**src/rtl/cntry_rd_sensor_pkg.sv**
```systemverilog
// Shared definitions for the country-road sensor and the highway/country-road
// signal controller: boolean constants, the one-hot signal encodings and the
// loop debounce state encoding.
package cntry_rd_sensor_pkg;

    localparam logic TRUE  = 1'b1;
    localparam logic FALSE = 1'b0;

    // One-hot lamp encodings driven by the controller
    localparam logic [2:0] RED    = 3'b100;
    localparam logic [2:0] YELLOW = 3'b010;
    localparam logic [2:0] GREEN  = 3'b001;

    // Decoded signal aspect; anything that is not a legal one-hot code is RED
    typedef enum logic [1:0] {
        SIG_RED    = 2'd0,
        SIG_YELLOW = 2'd1,
        SIG_GREEN  = 2'd2
    } sig_t;

    // Loop debounce FSM states
    typedef enum logic [1:0] {
        ST_IDLE      = 2'd0,
        ST_RISE_WAIT = 2'd1,
        ST_PRESENT   = 2'd2,
        ST_FALL_WAIT = 2'd3
    } deb_state_t;

    function automatic sig_t sig_decode(input logic [2:0] sig);
        case (sig)
            GREEN:   return SIG_GREEN;
            YELLOW:  return SIG_YELLOW;
            RED:     return SIG_RED;
            default: return SIG_RED;   // 3'b000 or multi-hot: fail safe to RED
        endcase
    endfunction

endpackage

```
**src/rtl/cntry_rd_sensor_loop_debounce.sv**
```systemverilog
// Loop detector debounce: accepts a loop edge after DEBOUNCE agreeing samples,
// emits a one-cycle arrival pulse on each accepted rising edge, and flags a
// loop that stays present for STUCK_CYCLES cycles.
module cntry_rd_sensor_loop_debounce
    import cntry_rd_sensor_pkg::*;
#(
    parameter int DEBOUNCE     = 2,
    parameter int STUCK_CYCLES = 30
) (
    input  logic i_clk,
    input  logic i_clear,
    input  logic i_loop_det,
    output logic o_arr,
    output logic o_loop_fault,
    output logic o_fault_nxt
);

    localparam logic [2:0] DB        = 3'(DEBOUNCE);
    localparam logic [7:0] STUCK_MAX = 8'(STUCK_CYCLES);
    localparam logic [7:0] STUCK_SET = 8'(STUCK_CYCLES - 1);

    deb_state_t r_state;
    logic [2:0] r_cnt;
    logic [7:0] r_stuck;
    logic       r_arr;
    logic       r_fault;

    logic w_rise_done;
    logic w_fall_done;
    logic w_fault_set;
    logic w_fault_nxt;

    // Current sample completes a qualifying high (low) run this edge
    assign w_rise_done = i_loop_det &&
                         ((r_state == ST_IDLE && DB == 3'd1) ||
                          (r_state == ST_RISE_WAIT && (r_cnt + 3'd1) == DB));
    assign w_fall_done = !i_loop_det &&
                         ((r_state == ST_PRESENT && DB == 3'd1) ||
                          (r_state == ST_FALL_WAIT && (r_cnt + 3'd1) == DB));

    // Fault sets on the edge the stuck counter reaches its limit and clears on
    // the edge the loop is accepted as released (entering IDLE); release wins.
    assign w_fault_set = (r_state == ST_PRESENT) && (r_stuck == STUCK_SET);
    assign w_fault_nxt = !w_fall_done && (r_fault || w_fault_set);

    // Debounce FSM with its sample counter and the registered arrival pulse
    // NOTE: non-blocking assignments so every register here sees pre-edge values.
    always_ff @(posedge i_clk) begin
        if (i_clear) begin
            r_state <= ST_IDLE;
            r_cnt   <= '0;
            r_arr   <= FALSE;
        end else begin
            r_arr <= FALSE;
            case (r_state)
                ST_IDLE: begin
                    if (w_rise_done) begin
                        r_state <= ST_PRESENT;
                        r_arr   <= TRUE;
                        r_cnt   <= '0;
                    end else if (i_loop_det) begin
                        r_state <= ST_RISE_WAIT;
                        r_cnt   <= 3'd1;
                    end
                end
                ST_RISE_WAIT: begin
                    if (!i_loop_det) begin
                        r_state <= ST_IDLE;
                        r_cnt   <= '0;
                    end else if (w_rise_done) begin
                        r_state <= ST_PRESENT;
                        r_arr   <= TRUE;
                        r_cnt   <= '0;
                    end else begin
                        r_cnt <= r_cnt + 3'd1;
                    end
                end
                ST_PRESENT: begin
                    if (w_fall_done) begin
                        r_state <= ST_IDLE;
                        r_cnt   <= '0;
                    end else if (!i_loop_det) begin
                        r_state <= ST_FALL_WAIT;
                        r_cnt   <= 3'd1;
                    end
                end
                ST_FALL_WAIT: begin
                    if (i_loop_det) begin
                        // Bounce back to PRESENT is the same car: no arrival
                        r_state <= ST_PRESENT;
                        r_cnt   <= '0;
                    end else if (w_fall_done) begin
                        r_state <= ST_IDLE;
                        r_cnt   <= '0;
                    end else begin
                        r_cnt <= r_cnt + 3'd1;
                    end
                end
                default: begin
                    r_state <= ST_IDLE;
                    r_cnt   <= '0;
                end
            endcase
        end
    end

    // Stuck-loop watchdog: count cycles spent in PRESENT, hold at the limit
    always_ff @(posedge i_clk) begin
        if (i_clear) begin
            r_stuck <= '0;
            r_fault <= FALSE;
        end else begin
            if (r_state == ST_PRESENT) begin
                if (r_stuck != STUCK_MAX) begin
                    r_stuck <= r_stuck + 8'd1;
                end
            end else begin
                r_stuck <= '0;
            end
            r_fault <= w_fault_nxt;
        end
    end

    assign o_arr        = r_arr;
    assign o_loop_fault = r_fault;
    // Look-ahead so the request register can update on the same edge as the flag
    assign o_fault_nxt  = !i_clear && w_fault_nxt;

endmodule

```
**src/rtl/cntry_rd_sensor.sv**
```systemverilog
// Country-road vehicle sensor: counts debounced loop arrivals, retires one car
// per DEPART_CYCLES green cycles, and requests the green while cars wait or
// the loop is faulted.
module cntry_rd_sensor
    import cntry_rd_sensor_pkg::*;
#(
    parameter int DEBOUNCE      = 2,
    parameter int DEPART_CYCLES = 3,
    parameter int QW            = 3,
    parameter int QMAX          = 7,
    parameter int STUCK_CYCLES  = 30
) (
    input  logic          CLOCK,
    input  logic          CLEAR,
    input  logic          LOOP_DET,
    input  logic [2:0]    CNTRY_SIG,
    output logic          CAR_ON_CNTRY_RD,
    output logic [QW-1:0] QUEUE_CNT,
    output logic          QUEUE_FULL,
    output logic          LOOP_FAULT
);

    localparam logic [QW-1:0] Q_MAX    = QW'(QMAX);
    localparam logic [3:0]    DEP_LAST = 4'(DEPART_CYCLES);

    logic          w_arr;
    logic          w_fault_nxt;
    logic          w_green;
    logic          w_queue_busy;
    logic [QW-1:0] w_queue_nxt;

    logic [3:0]    r_dep_cnt;
    logic          r_dep;
    logic [QW-1:0] r_queue;
    logic          r_full;
    logic          r_car;

    cntry_rd_sensor_loop_debounce #(
        .DEBOUNCE     (DEBOUNCE),
        .STUCK_CYCLES (STUCK_CYCLES)
    ) u_loop_debounce (
        .i_clk        (CLOCK),
        .i_clear      (CLEAR),
        .i_loop_det   (LOOP_DET),
        .o_arr        (w_arr),
        .o_loop_fault (LOOP_FAULT),
        .o_fault_nxt  (w_fault_nxt)
    );

    assign w_green      = (sig_decode(CNTRY_SIG) == SIG_GREEN);
    assign w_queue_busy = (r_queue != '0);

    // Departure timer: one DEP pulse per DEPART_CYCLES green cycles with cars waiting
    always_ff @(posedge CLOCK) begin
        if (CLEAR) begin
            r_dep_cnt <= '0;
            r_dep     <= FALSE;
        end else if (w_green && w_queue_busy) begin
            if ((r_dep_cnt + 4'd1) == DEP_LAST) begin
                r_dep_cnt <= '0;
                r_dep     <= TRUE;
            end else begin
                r_dep_cnt <= r_dep_cnt + 4'd1;
                r_dep     <= FALSE;
            end
        end else begin
            r_dep_cnt <= '0;
            r_dep     <= FALSE;
        end
    end

    // Next queue depth from the registered arrival/departure pulses
    // NOTE: default assignment first so every path drives w_queue_nxt (no latch).
    always_comb begin
        w_queue_nxt = r_queue;
        if (w_arr && !r_dep) begin
            if (r_queue != Q_MAX) begin
                w_queue_nxt = r_queue + QW'(1);
            end
        end else if (r_dep && !w_arr) begin
            if (r_queue != '0) begin
                w_queue_nxt = r_queue - QW'(1);
            end
        end
    end

    // Output registers all updated together with the queue depth
    always_ff @(posedge CLOCK) begin
        if (CLEAR) begin
            r_queue <= '0;
            r_full  <= FALSE;
            r_car   <= FALSE;
        end else begin
            r_queue <= w_queue_nxt;
            r_full  <= (w_queue_nxt == Q_MAX);
            r_car   <= (w_queue_nxt != '0) || w_fault_nxt;
        end
    end

    assign QUEUE_CNT       = r_queue;
    assign QUEUE_FULL      = r_full;
    assign CAR_ON_CNTRY_RD = r_car;

endmodule

```
**config.mk**
```make
export PLATFORM = sky130hd
export DESIGN_NAME = cntry_rd_sensor
export DESIGN_NICKNAME = d
export VERILOG_FILES = /design/src/rtl/cntry_rd_sensor_pkg.sv /design/src/rtl/cntry_rd_sensor_loop_debounce.sv /design/src/rtl/cntry_rd_sensor.sv
export SDC_FILE = /design/constraint.sdc
export NUM_CORES = 1
export LEC_CHECK = 0
export ABC_CLOCK_PERIOD_IN_PS = 2500
export CAP_MARGIN = 10
export CORE_UTILIZATION = 50
export DETAILED_ROUTE_END_ITERATION = 8
export GPL_TIMING_DRIVEN = 1
export PLACE_DENSITY = 0.71
export SYNTH_ARGS = -nofsm -noshare
export SYNTH_HDL_FRONTEND = slang
export SYNTH_HIERARCHICAL = 1
export SYNTH_SLANG_ARGS = --single-unit
```
**constraint.sdc**
```tcl
create_clock -name CLOCK -period 2.5 [get_ports CLOCK]
set_clock_uncertainty 0.15 [all_clocks]
set_input_delay 0.5 -clock CLOCK [delete_from_list [all_inputs] [get_ports CLOCK]]
set_output_delay 0.5 -clock CLOCK [all_outputs]
set_load 0.02 [all_outputs]
```
==> results.py, run 1 <==
metrics = {
    "power_and_ir_drop": {
        "p_per_area_nw_per_um2": 417,
        "total_power_uw": 624,
        "ir_worst_vdd_v": 0.000274,
        "p_leak_nw": 0.522,
    },
    "timing": {
        "fin_tns_setup_ps": 0,
        "finalHoldViolations": 0,
        "tightestPinTransition_ps": 535,
        "final.min_clock_period_ps": 2120,
        "rsz0062_at_grt": "no",
        "fin_crit_sh": 0.847,
        "setup_violations": 0,
        "slew_headroom": 0.643,
        "max_freq_ghz": 0.472,
        "slew_viol_final": 0,
    },
    "clock_tree": {
        "hold_buffers": 0,
        "insertion_delay_ps": 310,
        "cts_buffers": 3,
        "root_buffer": "clkbuf_4",
        "post_cts_buffers": 0,
        "max-clock-path-buffers": 2,
        "cts.sinks": 25,
        "cts_tree": "done",
        "cts_max_level": 1,
        "cts.clk_slew.worst_paths_ps": 130,
        "ctsResizeCount": 0,
    },
    "synthesis": {
        "synthesis.nets": 163,
        "yosysWarnings": 6,
        "yosysTopAreaCell": "dfxtp_1",
        "synth_edf_count": 0,
        "ys_seq_area_frac": 0.374,
        "synth_top_area_frac": 0.374,
        "synth_area_sq_um": 1340,
        "synth_seq_cells": 25,
        "synthArstFlopShare": 0,
        "syn_avg_cell_area_sq_um": 9.16,
        "synth_common_cells": "dfxtp_1 (25), inv_1 (14), ha_1 (11), nor2_1 (11)",
        "syn_inst": 146,
        "synth.area.top_cells": "dfxtp_1 (37%), ha_1 (10%), inv_1 (3.9%)",
        "synth.distinct_cells": 43,
        "synthMostInstantiatedCell": "dfxtp_1",
        "synth-main-ff-cell": "dfxtp_1",
    },
    "global_routing": {
        "grt_pass1_vias": 962,
        "grt_first_pass_wirelength_um": 3900,
        "antenna_found_initial": 0,
        "overflow": 0,
        "grt_max_degree": 15,
        "track_usage": 0.187,
    },
    "placement": {
        "dpl.hpwl_um": 1730,
        "io_buffers": 11,
        "place.gp.congestion": 0.765,
        "place_area_sq_um": 1470,
    },
    "drt": {
        "first_pass_iters": 4,
        "drc": 0,
        "initialDrtViolationCount": 15,
        "drt-total-wl_um": 2310,
        "vias": 1058,
        "wire_per_inst_um": 12.3,
        "ant_nets": 0,
        "vias_per_cell": 5.63,
    },
    "critical_path": {
        "critPathLaunch": "QUEUE_CNT[1]",
        "start_kind": "flip-flop",
        "crit_required_ps": 2590,
        "worstPathArrival_ps": 2210,
        "r2r_start": "QUEUE_CNT[1]",
        "crit_type": "flip-flop to flip-flop",
        "critPathCaptureType": "flip-flop",
        "critPathMaxFanout": 5,
    },
    "floorplanning": {
        "start_util": 0.535,
        "fp-row-count": 18,
        "core_area_sq_um": 2500,
        "die_y_um": 53.7,
        "dieWidth_um": 53.7,
        "dieArea_sq_um": 2890,
        "ios": 12,
    },
    "hold_path": {
        "min_from": "u_loop_debounce/r_stuck[7]",
        "hold_path_class": "flip-flop to flip-flop",
    },
    "layout": {
        "syn_to_final_growth_pct": 11.8,
        "fin_nets": 176,
        "drive_above_1_share": 0.0633,
        "design_area_sq_um": 1500,
        "diodes": 0,
        "fin_util": 0.598,
    },
    "status": {
        "outcome": "complete, no violations",
    },
    "flow_run": {
        "drv_cap": 0,
    },
}
==> kinds of logic after synthesis <==
| kind of cell | count (synthesis) | synth area share |
|---|---|---|
| AO/OA/AOI/OAI | 33 | 0.186 |
| XOR/XNOR | 10 | 0.0655 |
| adder cells (fa/ha/maj) | 11 | 0.103 |
| buffers and inverters | 18 | 0.0571 |
| flip-flops | 25 | 0.374 |
| multiplexers | 1 | 0.00842 |
| AND/OR/NAND/NOR | 48 | 0.206 |
==> metrics by stage <==
stage / instances / setup slack, ps / hold slack (ps)
6_report: 188 / 383 / 350
5_1_grt: 188 / 260 / 362
4_1_cts: 188 / 361 / 344
3_5_place_dp: 184 / 390 / 322
3_3_place_gp: 184 / 456 / 312
2_1_floorplan: 146 / 361 / 302
==> registers in the layout, summed over array words and instances (netlist names), named ones only <==
register,cells
u_loop_debounce/r_cnt,3
u_loop_debounce/r_state,1
r_dep,1
QUEUE_CNT,3
CAR_ON_CNTRY_RD,1
QUEUE_FULL,1
u_loop_debounce/o_loop_fault,1
u_loop_debounce/r_stuck,8
u_loop_debounce/o_arr,1
r_dep_cnt,4
==> where the power goes <==
group,leakage [nW],internal (mW),switching [mW]
combinational,0.305,0.0191,0.0195
sequential,0.202,0.403,0.00708
clock,0.0150,0.0623,0.113
==> critical path: stages (launching register included) <==
cell and delay, ps:
dfxtp_1 410, inv_1 90, ha_1 200, ha_1 230
or4b_4 540, o311ai_2 120, a31oi_4 70, nor4_2 240
==> layer usage <==
layer	wire length, um	share of wire	global-route usage
met5	0	0	0
met4	20	0.0087	0.101
met3	57	0.025	0.0367
met2	1100	0.48	0.311
met1	1130	0.49	0.224
==> layout make-up <==
class	count	area, sq um
Inverter	14	52.6
Tap cell	30	37.5
Sequential cell	25	500
Fill cell	226	1000
Timing Repair Buffer	12	118
Clock buffer	4	26.3
Multi-Input combinational cell	103	761
==> layout by cell type, fill, tap and decap left out, drive strengths merged, types with 3 or more instances in the layout <==
cell / Yosys / layout
inv: 14 / 14
nor3b: 3 / 3
clkdlybuf4s50: 0 / 11
nor2: 11 / 11
a21oi: 10 / 10
o31ai: 3 / 3
xor2: 5 / 5
nand2: 6 / 6
ha: 11 / 11
clkbuf: 2 / 4
o21ai: 4 / 4
xnor2: 5 / 5
nand3: 10 / 10
dfxtp: 25 / 25
or3: 4 / 4
==> final timing paths <==
path	cells after the start	slack (ps)	endpoint
worst max-delay path	7	380	QUEUE_FULL
worst min-delay path	2	350	u_loop_debounce/r_stuck[7]
worst max register to register	7	380	QUEUE_FULL
worst min register to register	2	350	u_loop_debounce/r_stuck[7]
Power figures use the tool's default switching activity.
==> inputs of run 2 (changes only) <==
- ABC_CLOCK_PERIOD_IN_PS: 2500 -> 2200
- clock period: 2.5 -> 2.2 ns (I/O delays scaled with it)
==> run 2 against run 1 <==
Clock power up 12%. First-iteration DRC count increased by 53%. Highest routed layer is now met3. Sequential power up 14%.
==> results.py, run 2 (synthesis results as in run 1) <==
metrics = {
    "status": {
        "outcome": "complete, no violations",
    },
    "timing": {
        "finalHoldViolations": 0,
        "tightestPinTransition_ps": 558,
        "slew_viol_final": 0,
        "max_freq_ghz": 0.477,
        "hold_ws_ps": 344,
        "fin_tns_setup_ps": 0,
        "final.min_clock_period_ps": 2100,
        "setup_violations": 0,
        "slew_headroom": 0.628,
        "fin_crit_sh": 0.953,
        "rsz0062_at_grt": "no",
    },
    "drt": {
        "first_pass_iters": 4,
        "wire_per_inst_um": 12.9,
        "ant_nets": 0,
        "initialDrtViolationCount": 23,
        "drc": 0,
        "vias": 1094,
        "drt-total-wl_um": 2430,
        "vias_per_cell": 5.82,
    },
    "hold_path": {
        "min_path_cells": 2,
        "hold_path_class": "flip-flop to flip-flop",
    },
    "critical_path": {
        "rr_worst_depth": 7,
        "critPathMaxFanout": 4,
        "crit_type": "flip-flop to flip-flop",
        "critPathCaptureType": "flip-flop",
        "worstPathArrival_ps": 2180,
        "crit_required_ps": 2280,
        "start_kind": "flip-flop",
    },
    "layout": {
        "largest_register_ff_count": 8,
        "seq_area_sq_um": 502,
        "fin_nets": 176,
        "final_common_cell": "dfxtp_1",
        "syn_to_final_growth_pct": 11.9,
        "largest-register": "u_loop_debounce/r_stuck",
        "multi_input_area_sq_um": 761,
        "final_cell_mix": "dfxtp_1 (24), inv_1 (14), nor2_1 (11), ha_1 (11), clkdlybuf4s50_1 (11)",
        "fin_util": 0.599,
        "reg_top3": "u_loop_debounce/r_stuck (8), r_dep_cnt (4)",
        "diodes": 0,
        "drive_above_1_share": 0.0696,
        "fillerInstances": 235,
    },
    "power_and_ir_drop": {
        "p_leak_nw": 0.522,
        "p_clk_frac": 0.277,
        "p_sw_uw": 155,
        "power_frac_seq": 0.660,
        "combinationalPowerShare": 0.062,
        "ir_worst_vdd_v": 0.000315,
        "p_per_area_nw_per_um2": 471,
        "internal_power_uw": 551,
        "p_sw_frac": 0.220,
        "total_power_uw": 705,
    },
    "clock_tree": {
        "cts.sinks": 25,
        "root_buffer": "clkbuf_4",
        "cts.clk_slew.worst_paths_ps": 130,
        "cts_max_level": 1,
        "cts_tree": "done",
        "cts_buffers": 3,
        "max-clock-path-buffers": 2,
        "hold_buffers": 0,
        "insertion_delay_ps": 300,
    },
    "floorplanning": {
        "die_y_um": 53.7,
        "core_area_sq_um": 2500,
        "start_util": 0.535,
        "dieArea_sq_um": 2890,
        "dieWidth_um": 53.7,
        "ios": 12,
        "fp-row-count": 18,
    },
    "global_routing": {
        "overflow": 0,
        "antenna_found_initial": 0,
        "grt_pass1_vias": 956,
        "track_usage": 0.183,
        "grt_first_pass_wirelength_um": 3910,
        "grt_max_degree": 15,
    },
    "flow_run": {
        "drv_cap": 0,
    },
    "placement": {
        "place.gp.congestion": 0.733,
        "dpl.hpwl_um": 1820,
        "io_buffers": 11,
    },
}
[run 2: layout make-up]
class,count,area share
Tap cell,30,0.0251
Clock buffer,4,0.0176
Inverter,14,0.0351
Timing Repair Buffer,12,0.0786
Multi-Input combinational cell,103,0.508
Sequential cell,25,0.335
[run 2: power by group through the flow]
| stage | Sequential, mW | Clock [mW] | Combinational (mW) |
|---|---|---|---|
| floorplan | 0.474 | 0 | 0.0257 |
| global placement | 0.476 | 0 | 0.0424 |
| detailed placement | 0.476 | 0 | 0.0438 |
| CTS | 0.466 | 0.206 | 0.0443 |
| global route | 0.467 | 0.226 | 0.0497 |
| finish | 0.466 | 0.196 | 0.0441 |
[run 2: worst max-delay path, cell delays in order (launching register included)]
cell and delay, ps:
dfxtp_1 370, inv_1 80, ha_1 230, ha_1 230, or4b_4 550, o311ai_2 120
a31oi_4 70, nor4_2 240
[run 2: metal layers]
metal | vias up | GRT usage | share of wire
met5 | - | 0 | 0
met4 | 0 | 0.0263 | 0
met2 | 17 | 0.348 | 0.51
li1 | 545 | - | -
met3 | 0 | 0.0339 | 0.029
met1 | 532 | 0.214 | 0.46
[run 2: repair_timing]
item / in CTS / in global routing
buffers inserted: 0 / 0
resized for setup: 0 / 1
endpoints found under the setup margin: 0 / 1
[run 2: metrics by stage]
| step | cells | area (sq um) | worst slack, ps |
|---|---|---|---|
| final | 188 | 1500 | 103 |
| after global routing | 188 | 1500 | 25.1 |
| after CTS | 188 | 1500 | 59.9 |
| after detailed placement | 184 | 1470 | 95.4 |
| after global placement | 184 | 1470 | 156 |
| after floorplan | 146 | 1340 | 61.3 |
[run 2: path summary, 6_finish.rpt]
path | startpoint | end | slack [ps]
worst max-delay path | QUEUE_CNT[0] | QUEUE_FULL | 100
worst min-delay path | u_loop_debounce/r_cnt[1] | u_loop_debounce/r_cnt[1] | 340
worst max register to register | QUEUE_CNT[0] | QUEUE_FULL | 100
worst min register to register | u_loop_debounce/r_cnt[1] | u_loop_debounce/r_cnt[1] | 340
==> RTL edit, RTL diff (settings of run 2) <==
The parameter `QMAX` goes from 7 to 4.
--- a/src/rtl/cntry_rd_sensor.sv
+++ b/src/rtl/cntry_rd_sensor.sv
@@ -9,3 +9,3 @@
     parameter int QW            = 3,
-    parameter int QMAX          = 7,
+    parameter int QMAX          = 4,
     parameter int STUCK_CYCLES  = 30
Function: same outputs for any inputs over 10 cycles, from zero or initial values; that may be too few to reach the edited logic, so the function may still have changed.
==> RTL edit against run 2 <==
Worst setup slack gained 78 ps. Highest routed layer is now met4. Maximum frequency rose by 3.9%. Register-to-register slack better by 250 ps. Sequential cell count is the same. Design area increased by 0.84%. Combinational power rose by 17%. Utilization increased by 0.50 points. Synthesized area barely moved. Power grew 3.8%. Routed wire length up 2.0%.
==> RTL edit: results <==
set metrics [dict create \
    synth_cell_types 41 \
    grt_max_degree 16 \
    yosys-top-cells-area "dfxtp_1 37%, ha_1 9.4%, a21oi_1 4.5%" \
    cts_setup_buffers 0 \
    nets 179 \
    synth_nets 165 \
    dp.final_hpwl_um 1840 \
    drive_gt1_share_pct 5.56 \
    grt_pass1_vias 1007 \
    crit_family "buffers and inverters" \
    grt_pass1_wl_um 4240 \
    worst_path_max_delay_cell "clkdlybuf4s50_1" \
    synthCells 149 \
    clock_latency_ps 330 \
    status "completed" \
    arrival_ps 1430 \
    detail_route.vias_per_cell 5.60 \
    slew_headroom_pct 68.4 \
    avgRoutedWirePerCell_um 12.9 \
    numCtsBuffers 3 \
    routabilityCongestion 0.755 \
    grtUsageTotal_pct 20.0 \
    ir_drop_mv 0.364 \
    place_ws_ps 200 \
    crit_fanout 8 \
    leakage_nw 0.539 \
    clk_transition_reported_paths_ps 150 \
    synth_common_cells "25 x dfxtp_1, 12 x a21oi_1, 11 x inv_1" \
    cpPeakStageDelay_ps 650 \
    yosysSeqAreaShare_pct 37.5 \
    switchingPower_uw 178 \
]
## RTL edit: layer usage
layer | share of wire, % | vias up | routed length (µm) | track usage, %
met1 | 50 | 498 | 1230 | 24.8
met2 | 47 | 14 | 1160 | 35.4
met4 | 0.61 | 0 | 15 | 6.58
met5 | 0 | - | 0 | 0
li1 | - | 561 | - | -
met3 | 2.7 | 2 | 67 | 2.54
## RTL edit: cells by family after synthesis
logic type                 Yosys count  share of synthesized area (%)
buffers and inverters               14                           4.03
and+or+nand+nor                     53                           23.6
DFF                                 25                           37.5
xor gates and xnor gates            11                           7.21
muxes                                1                          0.843
adders and majority gates           10                           9.36
AOI/OAI and AO/OA                   35                           17.5
## RTL edit: path summary, 6_finish.rpt
check,endpoint,slack (ps),start,depth (start not counted)
max,QUEUE_CNT[2],180,QUEUE_CNT[2]$_SDFF_PP0_,1
min,u_loop_debounce/r_cnt[1]$_SDFFE_PP0P_,360,u_loop_debounce/r_cnt[1]$_SDFFE_PP0P_,2
max reg2reg,u_loop_debounce/r_stuck[1]$_SDFFE_PP0P_,350,u_loop_debounce/r_stuck[4]$_SDFFE_PP0P_,3
min reg2reg,u_loop_debounce/r_cnt[1]$_SDFFE_PP0P_,360,u_loop_debounce/r_cnt[1]$_SDFFE_PP0P_,2
## RTL edit: power by group through the flow
stage	Sequential (mW)	Combinational (mW)	Clock, mW
4_1_cts	0.468	0.0515	0.218
3_3_place_gp	0.478	0.0500	0
6_report	0.468	0.0515	0.213
2_1_floorplan	0.477	0.0285	0
5_1_grt	0.470	0.0570	0.239
3_5_place_dp	0.478	0.0512	0
## RTL edit: final cells by class
cell class / count / area share [%]
Sequential cell: 25 / 33.2
Clock inverter: 1 / 0.498
Multi-Input combinational cell: 110 / 51.8
Timing Repair Buffer: 12 / 7.79
Clock buffer: 3 / 1.49
Inverter: 11 / 2.74
Tap cell: 30 / 2.49
## RTL edit: per-stage QoR
step	utilization, %	cells	instance area, µm²	hold WS [ps]
6_report	60.4	192	1510	357
5_1_grt	60.4	192	1510	375
4_1_cts	60.4	192	1510	354
3_5_place_dp	59.2	188	1480	338
3_3_place_gp	59.2	188	1480	319
2_1_floorplan	-	149	1340	303
